[config.mk]
export PLATFORM = sky130hd
export DESIGN_NAME = vram_arbiter
export DESIGN_NICKNAME = d
export VERILOG_FILES = /design/src/rtl/vram_arbiter.sv
export SDC_FILE = /design/constraint.sdc
export NUM_CORES = 1
export LEC_CHECK = 0
export CORE_UTILIZATION = 43
export DETAILED_ROUTE_END_ITERATION = 7
export DONT_BUFFER_PORTS = 1
export GPL_ROUTABILITY_DRIVEN = 0
export SYNTH_ARGS = -nofsm -noshare
export SYNTH_HDL_FRONTEND = slang
export SYNTH_SLANG_ARGS = --single-unit
[constraint.sdc]
create_clock -name Clk -period 3.3 [get_ports Clk]
set_input_delay 0.495 -clock Clk [delete_from_list [all_inputs] [get_ports Clk]]
set_output_delay 0.495 -clock Clk [all_outputs]
set_load 0.01 [all_outputs]
[src/rtl/vram_arbiter.sv]
// Single-port text VRAM arbiter: one-word display cache plus an Avalon-MM CPU port.
// The display fetch normally wins; the CPU wins after MAX_CPU_WAIT stalled cycles.
module vram_arbiter #(
  parameter int WORDS        = 1200,
  parameter int ADDR_W       = 12,
  parameter int MAX_CPU_WAIT = 8
) (
  input  logic              Clk,
  input  logic              Reset,
  input  logic              disp_req,
  input  logic [ADDR_W-1:0] disp_addr,
  output logic [31:0]       disp_data,
  output logic              disp_valid,
  input  logic              cpu_read,
  input  logic              cpu_write,
  input  logic [ADDR_W-1:0] cpu_addr,
  input  logic [31:0]       cpu_wdata,
  input  logic [3:0]        cpu_byteenable,
  output logic              cpu_waitrequest,
  output logic [31:0]       cpu_rdata,
  output logic              cpu_readdatavalid,
  output logic [ADDR_W-1:0] vram_addr,
  output logic              vram_we,
  output logic [3:0]        vram_be,
  output logic [31:0]       vram_wdata,
  input  logic [31:0]       vram_rdata
);

  localparam int SW = $clog2(MAX_CPU_WAIT + 1);
  localparam logic [SW-1:0]     STARVE_MAX = SW'(MAX_CPU_WAIT);
  localparam logic [ADDR_W-1:0] WORDS_A    = ADDR_W'(WORDS);

  function automatic logic [31:0] merge_lanes(input logic [31:0] base,
                                              input logic [31:0] wdata,
                                              input logic [3:0]  be);
    logic [31:0] res;
    res = base;
    for (int i = 0; i < 4; i++) begin
      if (be[i]) res[8*i +: 8] = wdata[8*i +: 8];
      else       res[8*i +: 8] = base[8*i +: 8];
    end
    return res;
  endfunction

  logic [ADDR_W-1:0] cache_addr_r;
  logic [31:0]       cache_data_r;
  logic              cache_valid_r;
  logic              disp_pending_r;
  logic [ADDR_W-1:0] pend_addr_r;
  logic              pend_oor_r;
  logic              cpu_pending_r;
  logic              cpu_oor_r;
  logic [SW-1:0]     starve_cnt_r;

  logic        disp_hit_s, disp_need_s, cpu_cmd_s;
  logic        cpu_grant_s, disp_grant_s;
  logic        cpu_in_range_s, disp_in_range_s, wr_commit_s;
  logic [31:0] fill_base_s, fill_data_s;

  assign disp_hit_s      = cache_valid_r & (cache_addr_r == disp_addr);
  assign disp_need_s     = disp_req & ~disp_hit_s & ~(disp_pending_r & (pend_addr_r == disp_addr));
  assign cpu_cmd_s       = cpu_read | cpu_write;
  assign cpu_in_range_s  = cpu_addr < WORDS_A;
  assign disp_in_range_s = disp_addr < WORDS_A;
  assign wr_commit_s     = cpu_grant_s & cpu_write & cpu_in_range_s;

  // Per-cycle grant: starved CPU beats the display, otherwise display first.
  always_comb begin
    cpu_grant_s  = 1'b0;
    disp_grant_s = 1'b0;
    if (Reset) begin
      cpu_grant_s  = 1'b0;
      disp_grant_s = 1'b0;
    end else if (cpu_cmd_s && (!disp_need_s || (starve_cnt_r == STARVE_MAX))) begin
      cpu_grant_s = 1'b1;
    end else if (disp_need_s) begin
      disp_grant_s = 1'b1;
    end else begin
      cpu_grant_s  = 1'b0;
      disp_grant_s = 1'b0;
    end
  end

  // VRAM port drive; out-of-range accesses leave the RAM idle.
  always_comb begin
    vram_addr  = {ADDR_W{1'b0}};
    vram_we    = 1'b0;
    vram_be    = 4'b0000;
    vram_wdata = 32'h0000_0000;
    if (wr_commit_s) begin
      vram_addr  = cpu_addr;
      vram_we    = 1'b1;
      vram_be    = cpu_byteenable;
      vram_wdata = cpu_wdata;
    end else if (cpu_grant_s && !cpu_write && cpu_in_range_s) begin
      vram_addr = cpu_addr;
    end else if (disp_grant_s && disp_in_range_s) begin
      vram_addr = disp_addr;
    end else begin
      vram_addr = {ADDR_W{1'b0}};
    end
  end

  // Fill word, with a same-edge CPU write to the fill address taking its lanes.
  always_comb begin
    fill_base_s = pend_oor_r ? 32'h0000_0000 : vram_rdata;
    if (wr_commit_s && (cpu_addr == pend_addr_r)) begin
      fill_data_s = merge_lanes(fill_base_s, cpu_wdata, cpu_byteenable);
    end else begin
      fill_data_s = fill_base_s;
    end
  end

  // Outstanding display fetch and CPU read.
  always_ff @(posedge Clk) begin
    if (Reset) begin
      disp_pending_r <= 1'b0;
      pend_addr_r    <= {ADDR_W{1'b0}};
      pend_oor_r     <= 1'b0;
      cpu_pending_r  <= 1'b0;
      cpu_oor_r      <= 1'b0;
    end else begin
      disp_pending_r <= disp_grant_s;
      if (disp_grant_s) begin
        pend_addr_r <= disp_addr;
        pend_oor_r  <= ~disp_in_range_s;
      end
      cpu_pending_r <= cpu_grant_s & ~cpu_write;
      cpu_oor_r     <= ~cpu_in_range_s;
    end
  end

  // CPU starvation counter, saturating.
  always_ff @(posedge Clk) begin
    if (Reset) begin
      starve_cnt_r <= {SW{1'b0}};
    end else if (cpu_grant_s) begin
      starve_cnt_r <= {SW{1'b0}};
    end else if (cpu_cmd_s && (starve_cnt_r != STARVE_MAX)) begin
      starve_cnt_r <= starve_cnt_r + SW'(1);
    end
  end

  // Display cache: fill from a completed fetch, or merge a CPU write hit.
  always_ff @(posedge Clk) begin
    if (Reset) begin
      cache_addr_r  <= {ADDR_W{1'b0}};
      cache_data_r  <= 32'h0000_0000;
      cache_valid_r <= 1'b0;
    end else if (disp_pending_r) begin
      cache_addr_r  <= pend_addr_r;
      cache_data_r  <= fill_data_s;
      cache_valid_r <= 1'b1;
    end else if (wr_commit_s && (cpu_addr == cache_addr_r)) begin
      cache_data_r <= merge_lanes(cache_data_r, cpu_wdata, cpu_byteenable);
    end
  end

  assign disp_valid        = disp_hit_s;
  assign disp_data         = cache_data_r;
  assign cpu_waitrequest   = Reset | (cpu_cmd_s & ~cpu_grant_s);
  // A read in flight when Reset arrives is dropped.
  assign cpu_readdatavalid = cpu_pending_r & ~Reset;
  assign cpu_rdata         = (cpu_pending_r & ~cpu_oor_r & ~Reset) ? vram_rdata : 32'h0000_0000;

endmodule

Yosys cells after proc, flatten, opt, wreduce, memory -nomap -nowiden:

Cells that the tools add are included.

* bitwise gates (word level): 21
* equal/unequal tests: 6
* mux-type cells: 24
* magnitude comparators: 2
* add/subtract/negate cells: 1
* reduce and logical (&&, ||, !) cells: 20

Operators by type and width (number)
* 2-to-1 mux 32 bit: 6
* 2-to-1 mux 8 bit: 8
* equality test 12 bit: 4
* 2-to-1 mux 12 bit: 3
* < comparator 12 x 11 -> 1 bit (second input constant): 2
* AND 1 bit: 11
* nonzero test 2 bit: 5
* NOT 1 bit: 8
* AND reduction 2 bit: 4
* logical AND 1 bit: 7
* 2-to-1 mux 1 bit: 6
* adder 4 x 1 -> 4 bit (second input constant): 1
* equality test 4 bit (second input constant): 1
* 2-to-1 mux 4 bit: 1
* inequality test 4 bit (second input constant): 1
* zero test 1 bit: 2
* bitwise OR 1 bit: 2
* OR reduction 2 bit: 1
* logical OR 1 bit: 1

* register bits after elaboration: 65
* word-level logic and storage cells: 86

Longest topological paths before layout:

Gate-level depths: netlist of run 1.

* depth after elaboration: 15
* depth in mapped cells: 10
* depth with buffers taken out: 8

Least setup slack after synthesis of run 1:

OpenSTA, ideal clock, no wires.

* path kind: input to output
* start point: input port disp_addr[5]
* end point: output port vram_wdata[10]
* stages on the path: 9
* path slack: 578 ps
* arrival time: 2227 ps
* required time: 2805 ps
* path through: xnor2_1 -> nand4_1 -> nor4_4 -> or4b_1 -> buf_4 -> nand2_2 -> nor2_1 -> clkbuf_1 -> and2_1

* longest elaborated chain between the ends: 13
* elaborated cells on any way between the ends: 16

Ends and longest elaborated chain
* start, declared: RTL line 11 `input logic [ADDR_W-1:0] disp_addr,`
* equality test 12 bit: RTL line 60 `assign disp_hit_s = cache_valid_r & (cache_addr_r == disp_addr);`
* AND 1 bit: RTL line 60
* via disp_valid: RTL line 13 `output logic disp_valid,`
* NOT 1 bit: RTL line 61 `assign disp_need_s = disp_req & ~disp_hit_s & ~(disp_pending_r & (pend_addr_r == disp_addr));`
* AND 1 bit (2 in series): RTL line 61
* zero test 1 bit: RTL line 74 `end else if (cpu_cmd_s && (!disp_need_s || (starve_cnt_r == STARVE_MAX))) begin`
* logical OR 1 bit: RTL line 74
* logical AND 1 bit: RTL line 74
* 2-to-1 mux 1 bit: RTL line 74
* 2-to-1 mux 1 bit: RTL line 71 `if (Reset) begin`
* AND 1 bit (2 in series): RTL line 65 `assign wr_commit_s = cpu_grant_s & cpu_write & cpu_in_range_s;`
* 2-to-1 mux 32 bit: RTL line 90 `if (wr_commit_s) begin`
* end, declared: RTL line 25 `output logic [31:0] vram_wdata,`

The timed path passes the listed nets, and every way through them passes these cells.

Worst setup path in the final report of run 1:

* start point: register pend_addr_r[9]
* end point: output port vram_wdata[30]

* longest elaborated chain between the ends: 12

Ends and longest elaborated chain
* start, declared: RTL line 49 `logic [ADDR_W-1:0] pend_addr_r;`
* start signal, assigned: RTL line 118 `pend_addr_r <= {ADDR_W{1'b0}};`
* start signal, assigned: RTL line 125 `pend_addr_r <= disp_addr;`
* equality test 12 bit: RTL line 61
* AND 1 bit: RTL line 61
* NOT 1 bit: RTL line 61
* AND 1 bit: RTL line 61
* zero test 1 bit: RTL line 74
* logical OR 1 bit: RTL line 74
* logical AND 1 bit: RTL line 74
* 2-to-1 mux 1 bit: RTL line 74
* 2-to-1 mux 1 bit: RTL line 71
* AND 1 bit (2 in series): RTL line 65
* 2-to-1 mux 32 bit: RTL line 90

Every way passes these cells.

==> load_flow_metrics.sql, run 1 <==
INSERT INTO impl_metrics (metric_group, metric, value, unit) VALUES
('clock_tree', 'cts_inserted_buffers', '9', ''),
('global_route', 'antenna_found_initial', '0', ''),
('synth', 'ys_ff_latch', '65', ''),
('setup_path', 'required', '2.80', 'ns'),
('power', 'power_density', '428', 'nW/µm²'),
('route', 'routed_wirelength', '11300', 'µm'),
('global_route', 'grt_pass1_wl', '17300', 'µm'),
('route', 'drtPass1Iterations', '8', ''),
('timing', 'rsz_0062_raised_after_global_routing', 'false', ''),
('layout', 'num_antenna_cells', '0', ''),
('synth', 'proportion_of_synthesized_chip_area_in_sequential_cells', '0.326', ''),
('setup_path', 'endpoint_kind', 'primary output', ''),
('route', 'vias_per_cell', '6.07', ''),
('timing', 'setup_viol_count_final', '0', ''),
('setup_path', 'crit_path_max_fanout', '27', ''),
('power', 'p_total', '1.86', 'mW'),
('floorplanning', 'dieWidth', '98.4', 'µm'),
('floorplanning', 'initial_core_util', '0.452', ''),
('timing', 'finalClockSkew', '0.00944', 'ns'),
('clock_tree', 'htree_levels', '3', ''),
('synth', 'post_synth_num_cell_types', '42', ''),
('power', 'vdd.ir_drop.worst', '0.247', 'mV'),
('job', 'max_cap_viol_count', '0', ''),
('setup_path', 'slowest_stage', 'sky130_fd_sc_hd__nor4_2', ''),
('clock_tree', 'postCtsResizedCells', '0', ''),
('floorplanning', 'design.die.area', '9690', 'µm²'),
('global_route', 'via_count_of_the_first_global_routing_pass', '3311', ''),
('route', 'dr_total_vias', '3450', ''),
('layout', 'drive_gt1_frac', '0.107', ''),
('synth', 'netlist_instances', '459', ''),
('clock_tree', 'ctsRootBufferMaster', 'sky130_fd_sc_hd__clkbuf_8', ''),
('global_route', 'grt.total_usage', '0.228', ''),
('place', 'number_of_buffer_cells_added_on_primary_ports', '0', ''),
('timing', 'hold_violations', '0', ''),
('floorplanning', 'die_h', '98.4', 'µm'),
('route', 'detail_route.wl_per_cell', '19.9', 'µm'),
('timing', 'report.final.slew_viol_count', '0', ''),
('setup_path', 'worst-endpoint-arrival', '2.62', 'ns'),
('clock_tree', 'clock-sinks', '65', ''),
('floorplanning', 'rows', '34', ''),
('place', 'hpwlAfterDp', '8410', 'µm'),
('worst_hold_path', 'hold_path_class', 'in -> reg', ''),
('clock_tree', 'cts-root-to-sink-buffers', '2', ''),
('route', 'drt_iter0_drc', '163', ''),
('run_status', 'failed_checks', 'DRC', ''),
('run_status', 'result_of_the_run', 'finished, violations left', ''),
('layout', 'area.growth.synth_to_final', '8.64', '%'),
('clock_tree', 'cts_hold_buf', '0', ''),
('synth', 'syn_area', '4000', 'µm²'),
('clock_tree', 'clk_pin_slew_worst_paths', '0.07', 'ns'),
('timing', 'worst_slew_margin_rel', '0.416', ''),
('layout', 'fin_nets', '555', ''),
('timing', 'post-route-min-period', '3.12', 'ns'),
('global_route', 'largest_net_degree_at_the_start_of_global_routing', '68', ''),
('route', 'drtAntennaViolNets', '0', ''),
('setup_path', 'startpoint_type', 'flip-flop', ''),
('setup_path', 'worstPathCellList', 'xnor2_1 -> nand4_1 -> nor4_2 -> or4b_1 -> nand2_2 -> nor2_2 -> buf_12 -> and2_1', ''),
('route', 'route.detailed.drc', '12', ''),
('power', 'cellLeakagePower', '1.67', 'nW'),
('timing', 'worst_pin_slew', '0.872', 'ns'),
('synth', 'ys_warn_count', '0', ''),
('clock_tree', 'post-cts-setup-buffer-count', '0', ''),
('layout', 'highest_count_cells_in_the_layout_ignoring_fill_and_taps', '65 x sky130_fd_sc_hd__and2_1, 65 x sky130_fd_sc_hd__dfxtp_1, 56 x sky130_fd_sc_hd__nor2_1, 37 x sky130_fd_sc_hd__nor3_1, 32 x sky130_fd_sc_hd__a221oi_1', ''),
('timing', 'clock.fmax', '0.321', 'GHz'),
('synth', 'mappedNetlistNets', '558', ''),
('synth', 'syn-mean-instance-area', '8.71', 'µm²'),
('timing', 'fin_setup_tns', '0', 'ns'),
('floorplanning', 'floorplan.core_area', '8850', 'µm²'),
('setup_path', 'setup.worst_path.class', 'reg -> out', ''),
('timing', 'fin_crit_sh', '0.945', ''),
('setup_path', 'cpPeakStageDelay', '0.46', 'ns'),
('floorplanning', 'ioPinCount', '213', ''),
('global_route', 'grt_remaining_overflow', '0', ''),
('clock_tree', 'tritoncts_clock_tree', 'yes', ''),
('clock_tree', 'clock_insertion_delay_worst_skew', '0.34', 'ns');
## synth_stat cells
cell type / n / area [µm²]
sky130_fd_sc_hd__o21ai_0: 11 / 55.1
sky130_fd_sc_hd__inv_1: 6 / 22.5
sky130_fd_sc_hd__dfxtp_1: 65 / 1300
sky130_fd_sc_hd__buf_4: 2 / 15.0
sky130_fd_sc_hd__a22o_1: 11 / 96.3
sky130_fd_sc_hd__nor4b_4: 1 / 23.8
sky130_fd_sc_hd__nand2_1: 15 / 56.3
sky130_fd_sc_hd__nor3_1: 37 / 185
sky130_fd_sc_hd__mux2i_1: 15 / 150
sky130_fd_sc_hd__nand4_4: 1 / 21.3
sky130_fd_sc_hd__xor2_1: 26 / 228
sky130_fd_sc_hd__nor2_1: 57 / 214
sky130_fd_sc_hd__xnor2_1: 25 / 219
sky130_fd_sc_hd__nor4b_1: 1 / 8.76
sky130_fd_sc_hd__a41o_1: 4 / 40.0
sky130_fd_sc_hd__a21oi_2: 1 / 8.76
sky130_fd_sc_hd__nor4_4: 1 / 21.3
sky130_fd_sc_hd__nand3_1: 2 / 10.0
sky130_fd_sc_hd__and2_1: 65 / 407
sky130_fd_sc_hd__clkbuf_1: 17 / 63.8
sky130_fd_sc_hd__nor4_1: 6 / 37.5
sky130_fd_sc_hd__o41ai_4: 4 / 110
sky130_fd_sc_hd__and4_1: 1 / 8.76
sky130_fd_sc_hd__a41oi_2: 4 / 65.1
sky130_fd_sc_hd__and3_1: 1 / 6.26
sky130_fd_sc_hd__nand2b_1: 13 / 81.3
sky130_fd_sc_hd__a31o_2: 1 / 8.76
sky130_fd_sc_hd__nor4_2: 1 / 12.5
sky130_fd_sc_hd__nor2b_1: 4 / 25.0
sky130_fd_sc_hd__conb_1: 1 / 3.75
sky130_fd_sc_hd__nand2_2: 1 / 6.26
sky130_fd_sc_hd__buf_2: 5 / 25.0
sky130_fd_sc_hd__ha_1: 2 / 25.0
sky130_fd_sc_hd__a21oi_1: 2 / 10.0
sky130_fd_sc_hd__buf_1: 2 / 7.51
sky130_fd_sc_hd__a21o_1: 3 / 22.5
sky130_fd_sc_hd__a211o_1: 2 / 17.5
sky130_fd_sc_hd__a221oi_1: 32 / 280
sky130_fd_sc_hd__o41a_2: 4 / 50.1
sky130_fd_sc_hd__or4b_1: 1 / 10.0
sky130_fd_sc_hd__nand4_1: 5 / 31.3
sky130_fd_sc_hd__or2_2: 1 / 6.26
## worst paths after layout
path	startpoint	endpoint	slack (ns)	cells after the start
max	pend_addr_r[9]	vram_wdata[30]	0.18	8
min	cpu_write	cpu_pending_r	0.22	1
max reg2reg	pend_addr_r[9]	disp_data[0]	0.77	7
min reg2reg	pend_oor_r	pend_oor_r	0.49	2
## sequential cells by signal, indices dropped and copies added (netlist names)
register,count
disp_data,32
cache_addr_r,12
pend_addr_r,12
starve_cnt_r,4
cache_valid_r,1
cpu_oor_r,1
cpu_pending_r,1
disp_pending_r,1
pend_oor_r,1
## metal layers
metal / part of all wire / global-route usage
met4: 0.014 / 0.0677
met3: 0.069 / 0.0610
met1: 0.43 / 0.281
met5: 0 / 0
met2: 0.49 / 0.390
## critical path, delay by kind of cell, from the launching register on
kind | cells | cell delay [ns]
AND/OR/NAND/NOR | 6 | 1.47
buffers and inverters | 1 | 0.21
XOR/XNOR | 1 | 0.15
flip-flops | 1 | 0.43
## metrics by stage
stage,setup WS [ns],cell area [µm²],util,cells,hold slack [ns]
after floorplan,0.578,4000,-,459,0.434
after global placement,0.539,4130,0.467,553,0.466
after detailed placement,0.437,4130,0.467,553,0.472
after CTS,0.157,4340,0.491,568,0.199
after global routing,0.0133,4340,0.491,568,0.213
final,0.181,4340,0.491,568,0.225
## power breakdown
part | leakage [nW] | internal, mW | switching (mW)
Clock | 0.112 | 0.426 | 0.301
Combinational | 1.02 | 0.110 | 0.136
Sequential | 0.535 | 0.831 | 0.0541
## kinds of logic after synthesis
family                     after synthesis  synth area share
muxes                                   15            0.0376
other                                    1          0.000938
DFF                                     65             0.326
buffers and inverters                   32            0.0335
adders and majority gates                2           0.00626
and+or+nand+nor                        214             0.293
xor gates and xnor gates                51             0.112
AOI/OAI and AO/OA                       79             0.191
## cell type report
class	instances	area, µm²
clock buffers	13	179
clock inverters	2	35.0
fillers	850	4510
inverters	6	22.5
multi-input cells	362	2570
flip-flops and latches	65	1300
well taps	108	135
repair buffers	12	103
Power figures use the tool's default switching activity.
==> run 2, diff against run 1 <==
ABC_AREA = 1   (was default)
==> load_flow_metrics.sql, run 2 <==
INSERT INTO impl_metrics (metric_group, metric, value, unit) VALUES
('clock_tree', 'clock_insertion_delay_worst_skew', '0.34', 'ns'),
('layout', 'largest_register_ff_count', '32', ''),
('synth', 'yosys.area.top_type', 'sky130_fd_sc_hd__dfxtp_1', ''),
('setup_path', 'setup.worst_path.class', 'reg -> out', ''),
('synth', 'netlist_instances', '940', ''),
('floorplanning', 'initial_core_util', '0.445', ''),
('power', 'power.internal', '1.73', 'mW'),
('synth', 'synthTopCellsByCount', '198 x sky130_fd_sc_hd__nand2_1, 166 x sky130_fd_sc_hd__inv_1, 129 x sky130_fd_sc_hd__nor2_1, 88 x sky130_fd_sc_hd__nand3_1, 65 x sky130_fd_sc_hd__dfxtp_1', ''),
('route', 'dr_total_vias', '5577', ''),
('synth', 'synth.most_common_cell', 'sky130_fd_sc_hd__nand2_1', ''),
('setup_path', 'required', '2.80', 'ns'),
('synth', 'synth-edff-count', '0', ''),
('power', 'vdd.ir_drop.worst', '0.268', 'mV'),
('layout', 'most_common_cell_after_layout_fill_and_taps_aside', 'sky130_fd_sc_hd__nand2_1', ''),
('timing', 'worst_pin_slew', '1.06', 'ns'),
('clock_tree', 'ctsRootBufferMaster', 'sky130_fd_sc_hd__clkbuf_16', ''),
('synth', 'synth.mux.area_fraction', '0', ''),
('power', 'p_total', '2.42', 'mW'),
('run_status', 'result_of_the_run', 'finished clean', ''),
('power', 'clock_power_share', '0.466', ''),
('power', 'comb_power_share', '0.168', ''),
('global_route', 'largest_net_degree_at_the_start_of_global_routing', '68', ''),
('timing', 'clock.fmax', '0.333', 'GHz'),
('clock_tree', 'postCtsResizedCells', '0', ''),
('global_route', 'grt_remaining_overflow', '0', ''),
('job', 'max_cap_viol_count', '0', ''),
('timing', 'hold_violations', '0', ''),
('layout', 'num_antenna_cells', '0', ''),
('synth', 'synth_top_cells_by_area', 'sky130_fd_sc_hd__dfxtp_1 24%, sky130_fd_sc_hd__nand2_1 14%, sky130_fd_sc_hd__inv_1 12%', ''),
('synth', 'post_synth_xor_area_fraction', '0.0422', ''),
('power', 'p_switching', '686', 'µW'),
('worst_hold_path', 'hold_path_class', 'in -> reg', ''),
('clock_tree', 'cts-root-to-sink-buffers', '2', ''),
('global_route', 'antenna_found_initial', '0', ''),
('timing', 'worst_slew_margin_rel', '0.291', ''),
('synth', 'post_synth_num_cell_types', '38', ''),
('floorplanning', 'dieWidth', '114', 'µm'),
('clock_tree', 'post-cts-setup-buffer-count', '0', ''),
('route', 'route.detailed.drc', '0', ''),
('floorplanning', 'floorplan.core_area', '12100', 'µm²'),
('synth', 'async_reset_ff_frac', '0', ''),
('timing', 'finalClockSkew', '0.00773', 'ns'),
('synth', 'mappedNetlistNets', '1039', ''),
('synth', 'ys_ff_latch', '65', ''),
('timing', 'rsz_0062_raised_after_global_routing', 'false', ''),
('route', 'drt_iter0_drc', '375', ''),
('layout', 'drive_gt1_frac', '0.0863', ''),
('power', 'cellLeakagePower', '2.87', 'nW'),
('layout', 'fin_nets', '1009', ''),
('synth', 'proportion_of_synthesized_chip_area_in_sequential_cells', '0.241', ''),
('layout', 'area.growth.synth_to_final', '6.96', '%'),
('clock_tree', 'htree_levels', '3', ''),
('setup_path', 'startpoint_type', 'flip-flop', ''),
('setup_path', 'worst-endpoint-arrival', '2.51', 'ns'),
('synth', 'synth_top_family_by_area', 'simple AND/OR/NAND/NOR gates', ''),
('floorplanning', 'die_h', '114', 'µm'),
('synth', 'syn-mean-instance-area', '5.74', 'µm²'),
('synth', 'synth_compound_gate_area_share', '0.158', ''),
('power', 'power_density', '419', 'nW/µm²'),
('clock_tree', 'cts_inserted_buffers', '9', ''),
('floorplanning', 'rows', '40', ''),
('synth', 'synth_adder_area_share', '0.00464', ''),
('clock_tree', 'clock-sinks', '65', ''),
('clock_tree', 'tritoncts_clock_tree', 'yes', ''),
('timing', 'fin_setup_tns', '0', 'ns'),
('floorplanning', 'design.die.area', '13000', 'µm²'),
('synth', 'fraction_of_post_synthesis_cell_area_in_the_top_cell_type_by_area', '0.241', ''),
('synth', 'syn_area', '5390', 'µm²'),
('layout', 'highest_count_cells_in_the_layout_ignoring_fill_and_taps', '198 x sky130_fd_sc_hd__nand2_1, 164 x sky130_fd_sc_hd__inv_1, 129 x sky130_fd_sc_hd__nor2_1, 88 x sky130_fd_sc_hd__nand3_1, 64 x sky130_fd_sc_hd__dfxtp_1', ''),
('timing', 'post-route-min-period', '3.00', 'ns'),
('power', 'power.switching_fraction', '0.284', ''),
('timing', 'report.final.slew_viol_count', '0', ''),
('global_route', 'grt_pass1_wl', '25900', 'µm'),
('route', 'drtAntennaViolNets', '0', ''),
('route', 'vias_per_cell', '5.15', ''),
('route', 'detail_route.wl_per_cell', '15.2', 'µm'),
('floorplanning', 'ioPinCount', '213', ''),
('setup_path', 'crit_path_max_fanout', '12', ''),
('place', 'number_of_buffer_cells_added_on_primary_ports', '0', ''),
('clock_tree', 'clk_pin_slew_worst_paths', '0.06', 'ns'),
('route', 'drtPass1Iterations', '5', ''),
('synth', 'ys_warn_count', '0', ''),
('place', 'hpwlAfterDp', '11600', 'µm'),
('clock_tree', 'cts_hold_buf', '0', ''),
('synth', 'post_synth_and_or_nand_nor_area_fraction', '0.377', ''),
('timing', 'fin_crit_sh', '0.910', ''),
('setup_path', 'endpoint_kind', 'primary output', ''),
('synth', 'ys_dominant_reg_cell', 'sky130_fd_sc_hd__dfxtp_1', ''),
('global_route', 'grt.total_usage', '0.255', ''),
('route', 'routed_wirelength', '16400', 'µm'),
('timing', 'setup_viol_count_final', '0', ''),
('global_route', 'via_count_of_the_first_global_routing_pass', '4938', ''),
('power', 'flop_pwr_share', '0.366', '');
-- run 2: changes by cell type after synthesis, sizes merged, moves of 11 or more --
cell and delta:
nand2 +188, inv +179, nand3 +91, o21ai +87
nor2 +79, and2 -65, a21oi +46, a221oi -32
nor3 -32, clkbuf +19, xor2 -17, mux2i -15
nand2b -13, a22o -11
-- run 2: per-stage QoR --
step / util / worst slack, ns / cell area, µm² / std cells / hold WS, ns
finish: 0.476 / 0.298 / 5770 / 1083 / 0.222
global route: 0.476 / 0.122 / 5770 / 1083 / 0.215
CTS: 0.476 / 0.310 / 5770 / 1083 / 0.207
detailed placement: 0.448 / 0.578 / 5420 / 1067 / 0.486
global placement: 0.448 / 0.655 / 5420 / 1067 / 0.491
floorplan: - / 0.970 / 5390 / 940 / 0.453
-- run 2: cells by family after synthesis --
logic type | after synthesis
AO/OA/AOI/OAI | 157
XOR/XNOR | 26
adder cells (fa/ha/maj) | 2
buffers and inverters | 236
flip-flops | 65
other | 1
AND/OR/NAND/NOR | 453
-- run 2: layer usage --
layer  part of all wire  track usage  vias to the layer above
li1                   -            -                     2835
met5                  0            0                        -
met2               0.44        0.404                      222
met4              0.018       0.0848                        0
met3              0.079       0.0563                       21
met1               0.46        0.343                     2499
-- run 2: area by class of cell --
cell class | count | area (µm²)
Multi-Input combinational cell | 639 | 3140
Timing Repair Buffer | 9 | 67.6
Clock buffer | 11 | 243
Sequential cell | 65 | 1300
Clock inverter | 5 | 103
Inverter | 186 | 699
Tap cell | 168 | 210
Fill cell | 1340 | 6340
-- run 2: power groups by stage --
stage	Sequential (mW)	Clock (mW)	Combinational (mW)
after floorplan	0.887	0	0.339
after global placement	0.901	0	0.405
after detailed placement	0.901	0	0.403
after CTS	0.884	1.15	0.406
after global routing	0.889	1.18	0.469
final	0.884	1.13	0.406
-- run 2: final timing paths --
path	start	depth (start not counted)	end	slack [ns]
max	starve_cnt_r[0]	11	vram_addr[0]	0.30
min	cpu_write	1	cpu_pending_r	0.22
max reg2reg	pend_addr_r[7]	14	disp_data[22]	1.00
min reg2reg	starve_cnt_r[2]	2	starve_cnt_r[2]	0.49
-- run 2: critical path, cell delays in order, from the launching register on --
cell and delay, ns:
sky130_fd_sc_hd__dfxtp_1 0.38, sky130_fd_sc_hd__inv_1 0.08, sky130_fd_sc_hd__ha_1 0.19, sky130_fd_sc_hd__nand3b_1 0.23
sky130_fd_sc_hd__nand4_4 0.18, sky130_fd_sc_hd__nand2_2 0.09, sky130_fd_sc_hd__nand2_2 0.09, sky130_fd_sc_hd__nor2_4 0.11
sky130_fd_sc_hd__inv_2 0.05, sky130_fd_sc_hd__nor2_2 0.12, sky130_fd_sc_hd__nand2_2 0.26, sky130_fd_sc_hd__o21ai_1 0.39
